==> config.mk <==
export PLATFORM = sky130hd
export DESIGN_NAME = bcd_7seg_scanner_flat
export DESIGN_NICKNAME = d
export VERILOG_FILES = /design/src/rtl/bcd_7seg_scanner_if.sv /design/src/rtl/bcd_7seg_scanner.sv /design/src/flat_wrapper.sv
export SDC_FILE = /design/constraint.sdc
export NUM_CORES = 1
export LEC_CHECK = 0
export ABC_CLOCK_PERIOD_IN_PS = 5500
export CAP_MARGIN = 10
export CORE_UTILIZATION = 56
export DETAILED_ROUTE_END_ITERATION = 12
export PLACE_DENSITY = 0.79
export SYNTH_ARGS = -nofsm -noshare
export SYNTH_HDL_FRONTEND = slang
export SYNTH_SLANG_ARGS = --single-unit
==> constraint.sdc <==
create_clock -name clk -period 5.5 [get_ports clk]
set_input_delay 0.55 -clock clk [delete_from_list [all_inputs] [get_ports clk]]
set_output_delay 0.55 -clock clk [all_outputs]
set_load 0.01 [all_outputs]
==> src/rtl/bcd_7seg_scanner_if.sv <==
// Valid/ready load channel carrying a packed 3-digit BCD value {hundreds, tens, ones}.
interface bcd_7seg_scanner_if;
   logic        bcd_valid;
   logic        bcd_ready;
   logic [11:0] bcd;

   modport master (output bcd_valid, output bcd, input bcd_ready);
   modport slave  (input bcd_valid, input bcd, output bcd_ready);
endinterface

==> src/rtl/bcd_7seg_scanner.sv <==
// Double-buffered 3-digit BCD scanner for a shared active-low 7-segment bus with guard blanking.
// Optional macro LEADING_ZERO_BLANK_EN blanks leading zero digits (hundreds, then tens).
module bcd_7seg_scanner #(
   parameter int unsigned REFRESH_DIV = 50000,
   parameter int unsigned GUARD       = 16
) (
   input  logic                      clk,
   input  logic                      rst,
   bcd_7seg_scanner_if.slave         bus,
   output logic [6:0]                seg,
   output logic [2:0]                an,
   output logic                      frame_tick
);

   localparam int unsigned CW = $clog2(REFRESH_DIV);

   typedef enum logic [1:0] {
      DIG_ONES = 2'd0,
      DIG_TENS = 2'd1,
      DIG_HUNS = 2'd2
   } dig_t;

   dig_t          idx, idx_nxt;
   logic [CW-1:0] cnt, cnt_nxt;
   logic [11:0]   disp;
   logic [11:0]   pending;
   logic          pending_full;

   logic          tick;
   logic          frame;
   logic          in_guard;
   logic          blank;
   logic [3:0]    nib;
   logic [2:0]    an_nxt;
   logic [6:0]    seg_nxt;

   function automatic logic [6:0] seg_decode(input logic [3:0] n);
      logic [6:0] s;
      case (n)
         4'd0:    s = 7'h40;
         4'd1:    s = 7'h79;
         4'd2:    s = 7'h24;
         4'd3:    s = 7'h30;
         4'd4:    s = 7'h19;
         4'd5:    s = 7'h12;
         4'd6:    s = 7'h02;
         4'd7:    s = 7'h78;
         4'd8:    s = 7'h00;
         4'd9:    s = 7'h10;
         default: s = 7'h3F;
      endcase
      return s;
   endfunction

   assign bus.bcd_ready = !pending_full;

   always_comb begin
      tick     = (cnt == CW'(REFRESH_DIV - 1));
      frame    = tick && (idx == DIG_HUNS);
      cnt_nxt  = tick ? '0 : cnt + 1'b1;
      idx_nxt  = idx;
      if (tick) begin
         case (idx)
            DIG_ONES: idx_nxt = DIG_TENS;
            DIG_TENS: idx_nxt = DIG_HUNS;
            default:  idx_nxt = DIG_ONES;
         endcase
      end
   end

   always_comb begin
      in_guard = (32'(cnt) < GUARD);
      nib      = disp[3:0];
      an_nxt   = 3'b111;
      case (idx)
         DIG_ONES: begin nib = disp[3:0];  an_nxt = 3'b110; end
         DIG_TENS: begin nib = disp[7:4];  an_nxt = 3'b101; end
         DIG_HUNS: begin nib = disp[11:8]; an_nxt = 3'b011; end
         default:  begin nib = disp[3:0];  an_nxt = 3'b111; end
      endcase
`ifdef LEADING_ZERO_BLANK_EN
      blank = ((idx == DIG_HUNS) && (disp[11:8] == 4'd0)) ||
              ((idx == DIG_TENS) && (disp[11:4] == 8'd0));
`else
      blank = 1'b0;
`endif
      seg_nxt = seg_decode(nib);
      if (in_guard || blank) begin
         an_nxt  = 3'b111;
         seg_nxt = 7'h7F;
      end
   end

   always_ff @(posedge clk) begin
      if (rst) begin
         cnt          <= '0;
         idx          <= DIG_ONES;
         disp         <= '0;
         pending      <= '0;
         pending_full <= 1'b0;
         an           <= '1;
         seg          <= '1;
         frame_tick   <= 1'b0;
      end else begin
         cnt        <= cnt_nxt;
         idx        <= idx_nxt;
         an         <= an_nxt;
         seg        <= seg_nxt;
         frame_tick <= frame;
         // Capture and transfer are exclusive: ready is low whenever a transfer is possible.
         if (bus.bcd_valid && !pending_full) begin
            pending      <= bus.bcd;
            pending_full <= 1'b1;
         end else if (frame && pending_full) begin
            disp         <= pending;
            pending_full <= 1'b0;
         end
      end
   end

endmodule
==> src/flat_wrapper.sv <==
// flat-port wrapper written by rule: the top's interface ports become plain ports
module bcd_7seg_scanner_flat 
#(
   parameter int unsigned REFRESH_DIV = 50000,
   parameter int unsigned GUARD       = 16
)
  (clk, rst, seg, an, frame_tick, bus_bcd_valid, bus_bcd, bus_bcd_ready);
  bcd_7seg_scanner_if bus_i ();
  input  logic clk;
  input  logic rst;
  output logic [6:0] seg;
  output logic [2:0] an;
  output logic frame_tick;
  input wire logic [$bits(bus_i.bcd_valid)-1:0] bus_bcd_valid;
  input wire logic [$bits(bus_i.bcd)-1:0] bus_bcd;
  output wire logic [$bits(bus_i.bcd_ready)-1:0] bus_bcd_ready;
  assign bus_i.bcd_valid = bus_bcd_valid;
  assign bus_i.bcd = bus_bcd;
  assign bus_bcd_ready = bus_i.bcd_ready;
  bcd_7seg_scanner #(.REFRESH_DIV(REFRESH_DIV), .GUARD(GUARD)) u_core (.clk(clk), .rst(rst), .bus(bus_i), .seg(seg), .an(an), .frame_tick(frame_tick));
endmodule
# After elaboration in Yosys (flattened, before gate mapping)
# Memory sizes are Yosys's and may differ from the RTL's. A register that Yosys moved wholly into a read port is not among the register bits.
# Index checks and enable logic that the tools add are counted.
[word_totals]
output_inout_bits = 12
register_bits = 47
wordCells = 28
memories = 1
mem_bits_ro = 112
inputBits = 15
[op_classes]
eq_ne = 3
reduce_logical = 9
n_bitwise = 1
add_sub_neg = 1
magnitude_cmp = 1
n_mux = 5
[mem_list]
columns = ["memory", "words", "width", "read_ports", "rd_ports_with_merged_regs", "wr", "line", "text"]
rows = [
  ["(no name shown)", 16, 7, 1, 1, 0, "bcd_7seg_scanner.sv:39", "case (n)"],
]
[op_table]
columns = ["cell", "n"]
rows = [
  ["$add 16x1->16 const B", 1],
  ["$eq 16x16->1 const B", 1],
  ["$lt 16x5->1 const B", 1],
  ["$pmux 3 s3", 1],
  ["$pmux 4 s2", 1],
  ["$pmux 2 s2", 1],
  ["$reduce_or 2->1", 2],
  ["$logic_and 1x1->1", 3],
  ["$eq 2x1->1 const B", 1],
  ["$eq 2x2->1 const B", 1],
  ["$logic_not 2->1", 1],
  ["$mux 1", 2],
  ["$reduce_and 2->1", 1],
  ["$reduce_bool 2->1", 1],
  ["$logic_not 1->1", 1],
  ["$not 1->1", 1],
]

# Depth between registers and ports, before layout
[depth]
word_depth = 5
depth_mapped = 9
depth_no_buf = 8

# Least setup slack after synthesis
# OpenSTA, ideal clock, no wires.
[synth_path]
path_kind = "register to register"
from = "register u_core.idx[0]"
to = "register u_core.seg[1]"
t_arrival_ns = 2.015
period_less_slack_ns = 2.151
required_ns = 5.364
stages_incl_launch_ff = 10
setup_ns = 0.136
setup_slack_ns = 3.349
path_buffers = 1
path_cell_list = "dfxtp_1 -> inv_1 -> ha_1 -> clkbuf_1 -> nor2_1 -> a21oi_1 -> inv_1 -> ha_1 -> nor2_1 -> o21ai_1"
[synth_between]
elab_chain_len = 2
word_cells_on_any_way = 3
cone_classes = "eq/ne: 2; mux: 1"
[synth_lines]
columns = ["element", "line", "text"]
rows = [
  ["start, declared", "bcd_7seg_scanner.sv:23", "dig_t idx, idx_nxt;"],
  ["start signal, assigned", "bcd_7seg_scanner.sv:106", "idx <= idx_nxt;"],
  ["$eq 2x2->1 or $eq 2x1->1 (tied branches)", "bcd_7seg_scanner.sv:75", "case (idx)"],
  ["$pmux 4 s2 *", "bcd_7seg_scanner.sv:75", ""],
  ["end, declared", "bcd_7seg_scanner.sv:10", "output logic [6:0] seg,"],
]
# Every way passes the cells marked *; elsewhere a longest branch is shown, timed or not.
# A chain may end at the register's enable or synchronous reset.

# Worst setup path after layout
# Same ends and word-level chain as after synthesis.

==> metrics.csv <==
stage;metric;value;unit
worst_setup_path;worst-path maximum fanout;11;
global_route;wire length of the first global-routing pass;7820;um
synth;share of the yosys chip area belonging to registers;45.1;%
cts;TritonCTS clock tree;yes;
floorplan;DIE AREA;0.00455;mm^2
floorplan;Die X;67.4;um
worst_setup_path;category of the worst setup path launch point;register;
pwr;Overall Power;640;uW
detailed_routing;number of nets with antenna violations after detailed routing;0;
cts;CTS resizes;0;
finish;utilization of the core after routing;67.9;%
synth;nets in the synthesized netlist;299;
global_route;overflow left after global routing;0;
detailed_routing;average routed wire per standard cell;12.8;um
synth;Cell variety after synth;39;
pwr;switching portion of total power;21.9;%
finish;final std cell area, no fill;0.00276;mm^2
pwr;leakage power;0.000938;uW
worst_setup_path;data arrival time at the worst-slack endpoint;2540;ps
finish;Ant. Diodes;0;
sta;clock skew;8.53;ps
global_route;number of antenna violations at the first check in global routing;0;
cts;clock root buffer;sky130_fd_sc_hd__clkbuf_8;
worst_setup_path;delay of the slowest cell on the worst path;580;ps
sta;max-slew violation total from the final report;0;
global_route;Tot GR Track Use;22.7;%
sta;sum of negative setup slack;0;ps
cts;CTS H-Tree Depth;2;
synth;Seq cells post-synth;54;
outcome;status;finished, final reports clean;
sta;setup slack of the critical path after layout;3140;ps
placed_design;pre-CTS worst setup slack;3210;ps
worst_setup_path;number of buffer and inverter stages on the critical path;2;
min_path;class of the tightest hold or removal check;register to register;
synth;top post-synthesis cells by area;sky130_fd_sc_hd__dfxtp_1 45%, sky130_fd_sc_hd__a21oi_1 7.1%, sky130_fd_sc_hd__nand2_1 4.9%, sky130_fd_sc_hd__ha_1 4.7%, sky130_fd_sc_hd__o31ai_1 4.1%;
detailed_routing;count of routing violations after the opening detailed-route iteration;92;
cts;Sinks on Clock Net;54;
synth;largest area contributor in the netlist;sky130_fd_sc_hd__dfxtp_1;
floorplan;site row count;23;
sta;final worst-path cycle share;42.9;%
pwr;Psw;140;uW
global_route;vias in the first global route;1733;
detailed_routing;total number of vias;1991;
pwr;Comb power frac;4.8;%
worst_setup_path;required time of the worst setup path;5680;ps
floorplan;chip height;67.4;um
pwr;clock power share;32.1;%
floorplan;initial cell density of the core;59.1;%
cts;number of buffers on the longest clock path;2;
detailed_routing;first drt pass iteration count;4;
placed_design;weighted congestion at the end of routability-driven global placement;0.803;
sta;Final Hold Viols;0;
cts;Post-CTS Setup Inserts;0;
finish;number of nets in the layout;320;
detailed_routing;per-cell via count in the routed design;5.75;
floorplan;number of top-level pins;27;
cts;clk slew on worst S/H paths;90;ps
placed_design;area after detailed placement;0.00268;mm^2
cts;hold buffer count at CTS;0;
worst_setup_path;cell-by-cell trace of the critical path;inv_1, ha_1, nor2_1, a21oi_1, inv_1, ha_1, nor2_1, o21ai_1;
global_route;largest net degree at the start of global routing;32;
pwr;internal portion of total power;500;uW
worst_setup_path;register-to-register setup slack;3140;ps
floorplan;Core Region;0.00406;mm^2
finish;fraction of layout instances using a drive strength above 1;6.08;%
worst_setup_path;cell family contributing the most delay on the critical path;adder cells;
synth;mean post-synth cell area;8.72;um^2
synth;Yosys Warn Count;0;
detailed_routing;Final Routed Wirelength;4420;um
sta;normalized max-slew margin;51.3;%
finish;layout-stage area growth over the synthesis result;15.0;%
pwr;PD cells;232;mW/mm^2
worst_setup_path;class of the most critical setup path;register to register;
sta;crit path time final;2360;ps
flow_run;count of maximum capacitance violations;0;
pwr;IR Drop Worst-Case VDD;153;uV
synth;synthesized area;0.00240;mm^2
worst_setup_path;Critical Path Slowest Stage Cell;sky130_fd_sc_hd__a21oi_1;
placed_design;post-DP HPWL;3050;um
pwr;part of the power in registers;63.1;%
cts;insertion delay of the later-clocked pin in the worst-skew pair;300;ps
synth;post-synthesis instance total;275;
sta;worst slew pin tran;731;ps
sta;number of failing setup endpoints in the final timing report;0;
detailed_routing;DRC violations left;0;
synth;top cell type's share of synthesized area;45.1;%
sta;RSZ-0062 raised after global routing;false;
placed_design;# port buffers;26;
sta;max frequency;424;MHz
cts;clock buffer count from CTS;5;
worst_setup_path;sort of element at the end of the critical path;register;
==> Yosys cell counts (all sizes together) <==
cell type / n
a211oi: 2
or4: 1
nand2: 32
o21bai: 1
dfxtp: 54
a41oi: 1
buf: 4
ha: 9
a21oi: 34
and4: 1
o21a: 1
or3: 3
o31ai: 13
o21ai: 9
and3: 3
nor2: 20
clkbuf: 10
xor2: 2
a21boi: 1
nor3: 7
a22oi: 5
nor4b: 1
nor2b: 1
nor4: 5
nand4b: 1
xnor2: 9
a21o: 3
nand4: 15
inv: 10
nand3: 14
or2: 1
and2: 2
==> registers in the layout, indices dropped and copies added (netlist names) <==
signal and flops:
u_core.cnt 16, u_core.an 3, u_core.idx 2, u_core.frame_tick 1, u_core.pending 12, u_core.pending_full 1, u_core.disp 12, u_core.seg 7
==> worst register-to-register path, stage by stage (launching register included) <==
cell and delay [ps]:
sky130_fd_sc_hd__dfxtp_1 400, sky130_fd_sc_hd__inv_1 100, sky130_fd_sc_hd__ha_1 450, sky130_fd_sc_hd__nor2_1 70, sky130_fd_sc_hd__a21oi_1 580, sky130_fd_sc_hd__inv_1 120
sky130_fd_sc_hd__ha_1 340, sky130_fd_sc_hd__nor2_1 120, sky130_fd_sc_hd__o21ai_1 60
==> metal layers <==
metal	routed length (um)	share of wire [%]	track usage [%]
met5	0	0	0
met4	42	0.95	7.98
met1	2240	51	31.4
met3	183	4.1	5.91
met2	1960	44	34.0
==> logic make-up (layout without fill, tap and decap cells) <==
family                   after synthesis  after routing  share of synthesized area (%)
AO/OA/AOI/OAI                         70             70                           18.0
buffers and inverters                 24             45                           3.97
XOR/XNOR                              11             11                           4.02
adder cells (fa/ha/maj)                9              9                           4.70
AND/OR/NAND/NOR                      107            107                           24.3
flip-flops                            54             54                           45.1
==> placed cells by master (no fill, tap or decap), types with 2 or more instances in the layout <==
cell type,Yosys,layout
sky130_fd_sc_hd__nor4_1,4,4
sky130_fd_sc_hd__nor2_1,20,20
sky130_fd_sc_hd__dfxtp_1,54,54
sky130_fd_sc_hd__xor2_1,2,2
sky130_fd_sc_hd__clkdlybuf4s50_1,0,26
sky130_fd_sc_hd__ha_1,9,9
sky130_fd_sc_hd__o21ai_1,5,5
sky130_fd_sc_hd__a22oi_1,5,5
sky130_fd_sc_hd__a211oi_1,2,2
sky130_fd_sc_hd__buf_4,0,2
sky130_fd_sc_hd__or3_1,2,2
sky130_fd_sc_hd__and2_1,2,2
sky130_fd_sc_hd__xnor2_1,9,9
sky130_fd_sc_hd__o31ai_1,13,13
sky130_fd_sc_hd__nand2_1,31,31
sky130_fd_sc_hd__clkinv_2,0,2
sky130_fd_sc_hd__a21oi_1,34,34
sky130_fd_sc_hd__o21ai_0,4,4
sky130_fd_sc_hd__nand3_1,12,12
sky130_fd_sc_hd__nor3_1,7,7
sky130_fd_sc_hd__inv_1,10,10
sky130_fd_sc_hd__a21o_1,3,3
sky130_fd_sc_hd__clkbuf_8,0,5
sky130_fd_sc_hd__and3_1,2,2
sky130_fd_sc_hd__nand3_4,2,2
sky130_fd_sc_hd__nand4_1,14,14
==> final cells by class <==
| cell class | count | area (um^2) |
|---|---|---|
| clock buffer | 5 | 68.8 |
| clock inverter | 2 | 10.0 |
| multi-input combinational | 197 | 1220 |
| tap | 50 | 62.6 |
| inverter | 10 | 37.5 |
| sequential | 54 | 1080 |
| timing repair buffer | 28 | 275 |
| fill | 338 | 1300 |
==> metrics by stage <==
stage	std cells	hold slack (ps)
global placement	339	446
floorplan	275	437
detailed placement	339	450
finish	346	462
global route	346	489
CTS	346	465
==> power by group through the flow <==
stage / sequential, uW / clock, uW / combinational (uW)
3_3_place_gp: 413 / 0 / 30.9
5_1_grt: 405 / 231 / 35.5
2_1_floorplan: 411 / 0 / 17.1
4_1_cts: 404 / 213 / 31.3
3_5_place_dp: 413 / 0 / 31.1
6_report: 404 / 205 / 30.7
==> worst paths after layout <==
check                     from  depth (start not counted)           endpoint
min reg2reg  u_core.pending[9]                          2  u_core.pending[9]
max              u_core.idx[0]                          8      u_core.seg[1]
min          u_core.pending[9]                          2  u_core.pending[9]
max reg2reg      u_core.idx[0]                          8      u_core.seg[1]
(Power assumes the default switching activity.)
